**src/rtl/serial_adder_pkg.sv**
```systemverilog
// Shared types for the bit-serial adder: controller state encoding and default width.
package serial_adder_pkg;

    typedef enum logic [1:0] {
        IDLE  = 2'd0,
        SHIFT = 2'd1,
        DONE  = 2'd2
    } state_t;

    localparam int DEFAULT_WIDTH = 8;

endpackage

```
**src/rtl/serial_adder_ctrl_full_adder.sv**
```systemverilog
// One-bit full adder cell; purely combinational datapath bit.
module full_adder (
    input  logic a_i,
    input  logic b_i,
    input  logic cin_i,
    output logic s_o,
    output logic cout_o
);

    assign s_o    = a_i ^ b_i ^ cin_i;
    assign cout_o = (a_i & b_i) | (cin_i & (a_i ^ b_i));

endmodule

```
**src/rtl/serial_adder_ctrl.sv**
```systemverilog
// Bit-serial add of two WIDTH-bit operands through one full_adder cell, LSB first.
// Optional subtract mode (sum = a - b, cout = no-borrow) under SERIAL_ADDER_SUB_EN.
module serial_adder_ctrl
    import serial_adder_pkg::*;
#(
    parameter int WIDTH = DEFAULT_WIDTH
) (
    input  logic             clk,
    input  logic             rst,
    input  logic             start,
    input  logic [WIDTH-1:0] a,
    input  logic [WIDTH-1:0] b,
    input  logic             cin,
`ifdef SERIAL_ADDER_SUB_EN
    input  logic             sub,
`endif
    output logic             busy,
    output logic             done,
    output logic [WIDTH-1:0] sum,
    output logic             cout
);

    localparam int            CW       = (WIDTH > 1) ? $clog2(WIDTH) : 1;
    localparam logic [CW-1:0] CNT_LAST = CW'(WIDTH - 1);

    state_t           state_q, state_d;
    logic [WIDTH-1:0] a_sh_q, a_sh_d;
    logic [WIDTH-1:0] b_sh_q, b_sh_d;
    logic [WIDTH-1:0] sum_sh_q, sum_sh_d;
    logic [WIDTH-1:0] sum_q, sum_d;
    logic             carry_q, carry_d;
    logic             cout_q, cout_d;
    logic [CW-1:0]    cnt_q, cnt_d;
    logic [WIDTH-1:0] b_load;
    logic             c_load;
    logic             fa_s;
    logic             fa_cout;

    // Subtraction is a + ~b + 1, so only the loaded B operand and initial carry change.
    always_comb begin
        b_load = b;
        c_load = cin;
`ifdef SERIAL_ADDER_SUB_EN
        if (sub) begin
            b_load = ~b;
            c_load = 1'b1;
        end
`endif
    end

    full_adder u_fa (
        .a_i    (a_sh_q[0]),
        .b_i    (b_sh_q[0]),
        .cin_i  (carry_q),
        .s_o    (fa_s),
        .cout_o (fa_cout)
    );

    always_comb begin
        state_d  = state_q;
        a_sh_d   = a_sh_q;
        b_sh_d   = b_sh_q;
        sum_sh_d = sum_sh_q;
        sum_d    = sum_q;
        carry_d  = carry_q;
        cout_d   = cout_q;
        cnt_d    = cnt_q;
        case (state_q)
            IDLE: begin
                if (start) begin
                    a_sh_d   = a;
                    b_sh_d   = b_load;
                    carry_d  = c_load;
                    cnt_d    = '0;
                    sum_sh_d = '0;
                    state_d  = SHIFT;
                end
            end
            SHIFT: begin
                sum_sh_d = {fa_s, sum_sh_q[WIDTH-1:1]};
                a_sh_d   = {1'b0, a_sh_q[WIDTH-1:1]};
                b_sh_d   = {1'b0, b_sh_q[WIDTH-1:1]};
                carry_d  = fa_cout;
                // Counter parks at the last index instead of wrapping.
                if (cnt_q == CNT_LAST) begin
                    state_d = DONE;
                    sum_d   = {fa_s, sum_sh_q[WIDTH-1:1]};
                    cout_d  = fa_cout;
                end else begin
                    cnt_d = cnt_q + 1'b1;
                end
            end
            DONE: begin
                state_d = IDLE;
            end
            default: begin
                state_d = IDLE;
            end
        endcase
    end

    always_ff @(posedge clk or posedge rst) begin
        if (rst) begin
            state_q  <= IDLE;
            a_sh_q   <= '0;
            b_sh_q   <= '0;
            sum_sh_q <= '0;
            sum_q    <= '0;
            carry_q  <= 1'b0;
            cout_q   <= 1'b0;
            cnt_q    <= '0;
        end else begin
            state_q  <= state_d;
            a_sh_q   <= a_sh_d;
            b_sh_q   <= b_sh_d;
            sum_sh_q <= sum_sh_d;
            sum_q    <= sum_d;
            carry_q  <= carry_d;
            cout_q   <= cout_d;
            cnt_q    <= cnt_d;
        end
    end

    assign busy = (state_q == SHIFT);
    assign done = (state_q == DONE);
    assign sum  = sum_q;
    assign cout = cout_q;

endmodule

```
**config.mk**
```make
export PLATFORM = sky130hd
export DESIGN_NAME = serial_adder_ctrl
export DESIGN_NICKNAME = d
export VERILOG_FILES = /design/src/rtl/serial_adder_pkg.sv /design/src/rtl/serial_adder_ctrl_full_adder.sv /design/src/rtl/serial_adder_ctrl.sv
export SDC_FILE = /design/constraint.sdc
export NUM_CORES = 1
export LEC_CHECK = 0
export ABC_CLOCK_PERIOD_IN_PS = 2700
export BUFFER_PORTS_ARGS = -buffer_cell sky130_fd_sc_hd__buf_4
export CORE_MARGIN = 3
export CORE_UTILIZATION = 44
export CTS_BUF_LIST = sky130_fd_sc_hd__clkbuf_8
export DETAILED_ROUTE_END_ITERATION = 10
export GPL_ROUTABILITY_DRIVEN = 0
export GPL_TIMING_DRIVEN = 0
export PLACE_DENSITY = 0.63
export SKIP_LAST_GASP = 1
export SYNTH_ARGS = -nofsm -noshare
export SYNTH_HDL_FRONTEND = slang
export SYNTH_HIERARCHICAL = 1
export SYNTH_SLANG_ARGS = --single-unit
```
**constraint.sdc**
```tcl
create_clock -name clk -period 2.7 [get_ports clk]
set_input_delay 0.135 -clock clk [delete_from_list [all_inputs] [get_ports clk]]
set_output_delay 0.135 -clock clk [all_outputs]
set_load 0.1 [all_outputs]
```
# Word level (Yosys, flattened, before mapping)

Index checks and enable logic that the tools add are counted.

Add/subtract/negate cells: 1
Equal/unequal tests: 6
Multiplexer cells: 14
Bitwise logic cells: 5
Reduce and logical (&&, ||, !) cells: 6

Operators with widths:

| operator                                                                 | number |
|---|---|
| 8-bit one-hot mux with 2 select lines                                    | 3 |
| 8-bit 2-to-1 mux                                                         | 3 |
| 3-bit 2-to-1 mux                                                         | 2 |
| 3-bit one-hot mux with 2 select lines                                    | 1 |
| 2-bit AND reduction                                                      | 3 |
| 2-bit 2-to-1 mux                                                         | 2 |
| 2-bit inequality test (second input constant)                            | 2 |
| 2-bit one-hot mux with 2 select lines                                    | 1 |
| 3-bit by 1-bit adder with 3-bit output (second input constant)           | 1 |
| 3-bit equality test (second input constant)                              | 1 |
| 3-bit AND reduction                                                      | 1 |
| 1-bit AND                                                                | 2 |
| 2-bit by 1-bit equality test with 1-bit output (second input constant)   | 1 |
| 2-bit equality test (second input constant)                              | 1 |
| 2-bit logical NOT                                                        | 1 |
| 2-bit by 1-bit inequality test with 1-bit output (second input constant) | 1 |
| 1-bit one-hot mux with 2 select lines                                    | 1 |
| 2-bit nonzero test                                                       | 1 |
| 1-bit XOR                                                                | 2 |
| 1-bit 2-to-1 mux                                                         | 1 |
| 1-bit OR                                                                 | 1 |

Register bits after elaboration: 39
Input bits: 20
Logic and storage cells: 40

# Logic depth before layout (Yosys ltp)

Gate-level depths: netlist (run 1).

Depth in word-level cells: 4
Mapped depth: 6
Mapped depth without buffers: 5

# By module

Netlist (run 1), hierarchy kept.

Modules (own cells, without submodules):

| module            | instances | cells an instance | area each (um2) |
|---|---|---|---|
| serial_adder_ctrl | 1         | 143               | 1706.6 |
| full_adder        | 1         | 1                 | 20.0 |

# Least setup slack after synthesis (run 1)

No wires, ideal clock.

Kind: register -> output
Start point: register state_q[1]
End point: output port done
Arrival: 2260 ps
Data required time: 2565 ps
Setup slack: 305 ps
Stages on the path, launching flop included: 4
Buffers on the path: 2
Cell sequence: dfrtp_1 buf_2 buf_1 nor2b_1

Longest elaborated chain between the ends: 1

Ends and longest elaborated chain:

| what                   | RTL line                 | RTL |
|---|---|---|
| from (decl)            | serial_adder_ctrl.sv:26  | `state_t state_q, state_d;` |
| from (signal assigned) | serial_adder_ctrl.sv:113 | `state_q <= state_d;` |
| 2-bit equality test    | serial_adder_ctrl.sv:125 | `assign done = (state_q == DONE);` |
| to (decl)              | serial_adder_ctrl.sv:18  | `output logic done,` |

No other way between the ends.

# Worst setup path in the final report (run 1)

Ends and elaborated chain as after synthesis.

==> results of run 1 <==
[report_power, final]
group          switching, mW  internal (mW)
clock                  0.197          0.205
combinational          0.901          0.515
sequential             0.144          0.819
total                   1.24           1.54
[kinds of logic (layout without fill, tap and decap cells)]
kind of cell    count (synthesis)  in the layout  synth area share (%)
compound gates                 39             39                  17.3
flops                          38             38                  55.1
simple gates                   34             34                  12.5
buf+inv                        19             57                  5.36
mux                            11             11                  7.10
fa+ha+maj                       3              3                  2.61
[final cells by class]
type,instances,share of cell area (%)
clock inverters,2,0.594
well taps,48,2.85
multi-input cells,87,32.4
plain buffers,9,2.61
inverters,10,1.78
repair buffers,30,10.7
flip-flops and latches,38,45.1
clock buffers,6,3.92
[through the flow]
step / setup slack, ns / power, mW
floorplan: 0.305 / 2.08
global placement: 0.992 / 2.35
detailed placement: 0.999 / 2.40
CTS: 0.660 / 2.81
global route: 0.515 / 2.97
finish: 0.659 / 2.78
[metal layers]
layer | share of wire, % | vias to the layer above | wire length (um) | track usage (%)
li1 | - | 593 | - | -
met1 | 49 | 625 | 1770 | 25.1
met2 | 46 | 28 | 1690 | 24.9
met3 | 4.4 | 2 | 160 | 5.02
met4 | 0.63 | 0 | 23 | 5.21
met5 | 0 | - | 0 | 0
[sequential cells by signal, indices dropped and copies added, names as in the netlist]
name	count
sum	8
sum_sh_q	7
a_sh_q	8
carry_q	1
cnt_q	3
b_sh_q	8
cout	1
state_q	2
[worst max-delay path, cell delays in order (launching register included)]
cell and delay [ns]:
dfrtp_1 0.44, buf_2 0.25, buf_1 0.42, nor2b_1 0.21
buf_4 0.30
[cells in the final DEF, fill, tap and decap left out, types with 2 or more instances in the layout]
cell       n
buf_6      2
nand3b_1   2
nor2_1     4
buf_4     30
o22a_1     6
nor3b_1   11
nor4bb_1   2
clkbuf_8   6
ha_1       2
nand2_1    4
a21oi_1    8
inv_1      9
o221a_2    2
a22o_1    12
mux2_2    10
a221oi_1   5
o21ai_0    4
dfrtp_1   38
a22oi_1    2
buf_2      5
nor2b_1    7
[worst max path at each step]
| stage | startpoint | end |
|---|---|---|
| 2_1_floorplan | state_q[1] | done |
| 5_1_grt | state_q[1] | done |
| 3_5_place_dp | state_q[1] | done |
| 4_1_cts | state_q[1] | done |
| 6_report | state_q[1] | done |
| 3_3_place_gp | state_q[1] | done |
==> run metrics, run 1 <==
result of the run=complete, no violations; number of H-tree branching levels=2; minimum clock period=2.04 ns; global-route wire length before repair=5890 um; row cnt=22; number of instances in the synthesized netlist=144; crit-path max FO=10; detailed-route wire length per cell=15.8 um; number of global-route vias before repair=1205; number of primary I/O pins=31; Worst Reg2Reg Path Length in Cells=4; buffer count from post-CTS setup fixing=0; die span in x=approximately 69 um; fin area=~2100 um^2; core area=3720 um^2; total number of clock tree sinks=38; Setup crit end kind=output pin; worst slew margin relative to its limit=~48%; share of async-settable or async-resettable flops after synthesis=100%; Primary FF master, synth=dfrtp_1; synthesis-stage register bit count=38; Total Routing Usage GR=17.3%; insertion delay to the later sink of the worst-skew pair=0.29 ns; reg-to-reg critical path endpoint=sum[2]; cells resized by post-CTS repair=0; final net count=204; clock root cell=clkbuf_8; cells taking the most area after synthesis=dfrtp_1 (55%), mux2_2 (6.5%), a22o_1 (6.1%); total global routing overflow=0; Register Area=951 um^2; post-synthesis cell type with the largest combined area=dfrtp_1; Buffers on Ports=30; count of endpoints failing hold in the final timing report=0; fin cells=between 200 and 250; count of inserted antenna diode cells=0; beginning of the worst register-to-register path=cnt_q[0]; detailed-router iteration count before antenna repair=4; number of violations of the max-capacitance limit=0; drt initial violations=111; total power divided by cell area=roughly 1300 nW/um^2; Worst Path Required=between 2 and 3 ns; Max rail drop VDD=between 0.0009 and 0.001 V; top cells by instance count after synthesis=dfrtp_1 (38), a22o_1 (12), nor3b_1 (11), inv_1 (10), mux2_2 (10); Fill cells=334; Worst Path Arrival=1.91 ns; placed cells=222; Syn Nets=~170; final worst path period share=75.6%; largest net degree at the start of global routing=39; layout overhead on the synthesized area=22.0%; sum of negative setup slack=0 ns; DRC viols=0; fraction of final layout cells sized beyond drive strength 1=33.0%; final standard cell utilization of the core=~57%; top cell type's share of synthesized area=55.1%; area after detailed placement=2010 um^2; placed wire-length estimate after detailed placement=2550 um; count of distinct cell types in the synthesized netlist=27; clock buffers created by TritonCTS=5; number of enable-type register cells in the synthesized netlist=0; HP Class=in -> async; maximum clock rate=490 MHz; cell area after synthesis=1730 um^2; TritonCTS clock tree=yes; R2R Setup Slk=1.08 ns; Die Span Y=68.6 um; vias=1248; Mean Syn Cell Area=around 12 um^2; detailed-route vias per instance=5.43; max-slew violation count=0; Seq/Total Area, Yosys=a little under three fifths; number of setup violations in the final report=0; worst clock skew=between 0.01 and 0.015 ns; transition time at the pin with the least slew margin=0.784 ns; Lkg Pwr=0.996 nW; area taken by multi-input logic gates=683 um^2; setup repair after global routing missed its margin=false; most frequently used cell type in the post-synthesis netlist=dfrtp_1; maximum buffer depth of the clock tree=2; WL final=3640 um; starting utilization of the core area=46.5%; hold buffer count at CTS=0; number of warning messages in the yosys log=6; classification of the worst setup path=reg -> out; final worst hold slack=0.00399 ns; Worst Setup Start Kind=flop; Die Area=approximately 4700 um^2; clock transition at the register clock pins on the worst setup and hold paths after CTS=0.07 ns; number of nets still failing antenna checks after routing=0; number of antenna violations at the first check in global routing=0
Power figures use the tool's default switching activity.
==> run 2: changes to the inputs <==
- ABC_AREA: unset -> 1
- ABC_CLOCK_PERIOD_IN_PS: 2700 -> 2050
- clock period: 2.7 -> 2.05 ns (I/O delays scaled with it)
==> run metrics, run 2 <==
clock buffers created by TritonCTS=5; number of nets still failing antenna checks after routing=0; cell area after synthesis=1850 um^2; total number of clock tree sinks=38; grt met2 use=26.9%; setup repair after global routing missed its margin=false; transition time at the pin with the least slew margin=between 0.7 and 0.8 ns; vias=1490; global-route wire length before repair=6720 um; number of antenna violations at the first check in global routing=0; Die Span Y=70.9 um; number of violations of the max-capacitance limit=0; Mean Syn Cell Area=8.34 um^2; WL final=3740 um; number of instances in the synthesized netlist=approximately 220; Worst Path Arrival=1.45 ns; number of primary I/O pins=31; Primary FF master, synth=dfrtp_1; fin area=between 2000 and 2500 um^2; worst clock skew=roughly 0.0040 ns; largest net degree at the start of global routing=39; maximum buffer depth of the clock tree=2; number of enable-type register cells in the synthesized netlist=0; result of the run=complete, no violations; net switching power figure=roughly 1.9 mW; synthesis-stage register bit count=38; internal power=2.09 mW; Setup crit end kind=output pin; area after detailed placement=2140 um^2; sum of negative setup slack=0 ns; count of distinct cell types in the synthesized netlist=18; DRC viols=0; clock root cell=clkbuf_8; count of endpoints failing hold in the final timing report=0; top cells by instance count after synthesis=nand2_1 (72), inv_1 (39), dfrtp_1 (38), nand3_1 (29), o21ai_2 (9); fraction of final layout cells sized beyond drive strength 1=25.0%; routing usage on met3=4.12%; Buffers on Ports=30; buffer count from post-CTS setup fixing=0; setup slack after placement=0.648 ns; clock transition at the register clock pins on the worst setup and hold paths after CTS=0.07 ns; final worst path period share=about three quarters; maximum clock rate=between 600 and 700 MHz; Syn Nets=245; worst slew margin relative to its limit=48.0%; switching part of the total power=47.0%; total global routing overflow=0; number of warning messages in the yosys log=6; core area=3850 um^2; Worst Setup Start Kind=flop; crit-path max FO=10; Total Power=3.94 mW; layer with the highest usage after global routing=met2; detailed-route wire length per cell=12.1 um; combinational share of power=between 50% and 60%; crit path setup slack, layout=0.497 ns; HP Class=in -> reg; most frequently used cell type in the post-synthesis netlist=nand2_1; power share of the sequential group=32.0%; Total Routing Usage GR=17.2%; detailed-router iteration count before antenna repair=4; met1 usage in global routing=22.1%; Max rail drop VDD=0.000621 V; placed wire-length estimate after detailed placement=2590 um; WHS Path Cells=3; number of H-tree branching levels=2; Die Area=5020 um^2; share of async-settable or async-resettable flops after synthesis=100%; commonest cells after routing, fill and taps aside=nand2_1 (72), inv_1 (38), dfrtp_1 (38); Seq/Total Area, Yosys=a little over 50%; Lkg Pwr=1.26 nW; Worst Path Required=roughly 2.0 ns; max-slew violation count=0; number of global-route vias before repair=1479; layout overhead on the synthesized area=22.2%; post-synthesis cell type with the largest combined area=dfrtp_1; Worst Reg2Reg Path Length in Cells=6; insertion delay to the later sink of the worst-skew pair=between 0.2 and 0.3 ns; final net count=283; top cell type's share of synthesized area=51.4%; detailed-route vias per instance=4.84; row cnt=22; total power divided by cell area=1740 nW/um^2; number of setup violations in the final report=0; drt initial violations=66; most common cell after layout, fill and taps aside=nand2_1; count of inserted antenna diode cells=0; die span in x=70.9 um; clock share of power=between 15 and 20%; starting utilization of the core area=48.0%; minimum clock period=1.55 ns; classification of the worst setup path=reg -> out; cells taking the most area after synthesis=dfrtp_1 (51%), nand2_1 (15%), inv_1 (7.9%); TritonCTS clock tree=yes
==> run 2: changes by cell type after synthesis, sizes merged, moves of 7 or more <==
| cell | before | now |
|---|---|---|
| inv | 10 | 41 |
| nor2b | 7 | 0 |
| nand3 | 0 | 29 |
| a22o | 12 | 0 |
| nand2 | 5 | 76 |
| nor3b | 11 | 0 |
| o21ai | 4 | 18 |
| mux2 | 10 | 0 |
| a21oi | 8 | 0 |
==> run 2: logic make-up after synthesis <==
family	Yosys count	synth area share, %
and+or+nand+nor	112	26.3
buffers and inverters	51	13.2
AOI/OAI and AO/OA	18	6.69
DFF	38	51.4
adders and majority gates	3	2.43
==> run 2: critical path, cell delays in order (launching register included) <==
cell and delay [ns]:
dfrtp_1 0.42, inv_2 0.08, buf_6 0.15, buf_6 0.14, nor2_2 0.08, buf_4 0.29
==> run 2: cell type report <==
cell class	count	area [um^2]
timing repair buffer	31	235
inverter	41	154
buffer	10	90.1
fill	375	1590
tap	48	60.1
clock inverter	1	30.0
clock buffer	6	82.6
sequential	38	951
multi-input combinational	133	658
==> run 2: path summary, 6_finish.rpt <==
path,from,end,slack [ns]
worst max-delay path,state_q[1],done,0.50
worst min-delay path,a[7],a_sh_q[7],0.02
worst max register to register,cnt_q[0],cout,0.66
worst min register to register,cnt_q[2],cnt_q[2],0.48
max in group asynchronous,rst,cnt_q[1],1.04
min in group asynchronous,rst,b_sh_q[3],0.51
==> run 2: power by group through the flow <==
stage	Sequential [mW]	Clock [mW]	Combinational [mW]
after floorplan	1.80	0	1.08
final	1.26	0.647	2.03
after CTS	1.27	0.659	2.06
after detailed placement	1.28	0	2.05
after global placement	1.27	0	2.02
after global routing	1.31	0.690	2.27
==> run 2: through the flow <==
stage	hold WS [ns]	cells	util, %
floorplan	0.223	222	-
global placement	0.318	300	55.5
detailed placement	0.314	300	55.5
CTS	0.0197	308	58.7
global route	0.0334	308	58.7
finish	0.0224	308	58.7
==> run 2: routing by layer <==
metal / vias to the layer above / share of wire, %
met1: 699 / 46
met3: 8 / 5.8
met4: 0 / 1.9
met2: 36 / 46
met5: - / 0
li1: 747 / -
==> run 2: timing repair <==
item | in CTS | in global routing
hold buffers | 1 | 0
resized for setup | 0 | 0
hold endpoints to repair | 38 | 0
==> run 3: changes to the inputs <==
- ABC_CLOCK_PERIOD_IN_PS: 2050 -> 1250
- PLACE_DENSITY: 0.63 -> 0.65
- clock period: 2.05 -> 1.25 ns (I/O delays scaled with it)
==> run metrics, run 3 (synthesis results as in run 2) <==
vias=1529; final standard cell utilization of the core=65.8%; detailed-router iteration count before antenna repair=4; fin cells=326; total global routing overflow=0; Fill cells=328; clock root cell=clkbuf_8; worst clock skew=0.00470 ns; number of primary I/O pins=31; final worst hold slack=0.0495 ns; detailed-route wire length per cell=12.1 um; crit path setup slack, layout=-0.101 ns; sum of negative setup slack=-0.107 ns; Die Area=approximately 5000 um^2; number of nets still failing antenna checks after routing=0; count of inserted antenna diode cells=0; DRC viols=0; Buffers on Ports=30; WL final=approximately 4000 um; total number of clock tree sinks=38; result of the run=finished with violations; Max rail drop VDD=0.00114 V; drt initial violations=54; placed wire-length estimate after detailed placement=between 2000 and 3000 um; row cnt=22; classification of the worst setup path=reg -> out; final net count=301; minimum clock period=roughly 1.4 ns; commonest cells after routing, fill and taps aside=nand2_1 (70), buf_4 (43), dfrtp_1 (38); HP Class=in -> reg; Worst Setup Start Kind=flop; global-route wire length before repair=roughly 6700 um; placed cells=300; worst slew margin relative to its limit=between 40% and 50%; transition time at the pin with the least slew margin=0.779 ns; core area=3850 um^2; number of H-tree branching levels=2; total power divided by cell area=2760 nW/um^2; final worst path period share=108%; largest net degree at the start of global routing=39; detailed-route vias per instance=between 4 and 5; maximum clock rate=740 MHz; R2R Setup Slk=0 ns; area after detailed placement=2150 um^2; Die Span Y=70.9 um; Total Power=7.01 mW; most common cell after layout, fill and taps aside=nand2_1; number of antenna violations at the first check in global routing=0; number of violations of the max-capacitance limit=0; fraction of final layout cells sized beyond drive strength 1=a little under a third; fin area=2540 um^2; die span in x=70.9 um; insertion delay to the later sink of the worst-skew pair=roughly 0.30 ns; Worst Path Required=1.19 ns; Total Routing Usage GR=17.0%; Setup crit end kind=output pin; starting utilization of the core area=48.0%; maximum buffer depth of the clock tree=2; number of setup violations in the final report=2; setup slack after placement=-0.0924 ns; clock transition at the register clock pins on the worst setup and hold paths after CTS=0.07 ns; crit-path max FO=2; clock buffers created by TritonCTS=5; Lkg Pwr=1.38 nW; violated checks=setup timing; count of endpoints failing hold in the final timing report=0; setup repair after global routing missed its margin=true; max-slew violation count=0; TritonCTS clock tree=yes; Worst Path Arrival=1.29 ns; number of global-route vias before repair=1468; layout overhead on the synthesized area=37.1%
-- run 3: routing by layer --
metal | up-vias | GRT usage (%) | routed length (um)
li1 | 786 | - | -
met2 | 25 | 27.1 | 1880
met3 | 8 | 5.68 | 145
met5 | - | 0 | 0
met1 | 710 | 22.1 | 1830
met4 | 0 | 5.01 | 77
-- run 3: what timing repair did --
action / in CTS / in global routing
cloned: 1 / 0
resized for setup: 17 / 14
hold buffers: 3 / 0
hold endpoints to repair: 40 / 0
buffers inserted: 9 / 6
pin swaps: 3 / 3
setup endpoints to repair: 15 / 32
-- run 3: area by class of cell --
| type | instances | area (um^2) | area share [%] |
|---|---|---|---|
| multi-input combinational | 133 | 714 | 28.2 |
| buffer | 10 | 116 | 4.59 |
| clock buffer | 6 | 82.6 | 3.25 |
| clock inverter | 1 | 30.0 | 1.18 |
| tap | 48 | 60.1 | 2.37 |
| timing repair buffer | 49 | 424 | 16.7 |
| sequential | 38 | 951 | 37.5 |
| inverter | 41 | 159 | 6.26 |
-- run 3: critical path: stages (launching register included) --
cell and delay [ns]:
dfrtp_1 0.41, inv_2 0.06, buf_6 0.12, buf_8 0.11, nor2_4 0.10, buf_12 0.18
-- run 3: final timing paths --
| path | start | end | cells past startpoint |
|---|---|---|---|
| max reg2reg | state_q[1] | a_sh_q[3] | 7 |
| min in group asynchronous | rst | cout | 3 |
| max | state_q[1] | done | 5 |
| min reg2reg | b_sh_q[2] | b_sh_q[2] | 2 |
| max in group asynchronous | rst | cnt_q[2] | 3 |
| min | b[0] | b_sh_q[0] | 3 |
-- run 3: where the power goes --
group          total [mW]  internal [mW]  leakage [nW]  switching [mW]
logic                3.87           1.40         0.844            2.47
clock network        1.07          0.638        0.0573           0.428
registers            2.08           1.78         0.475           0.291
total                7.01           3.83          1.38            3.19
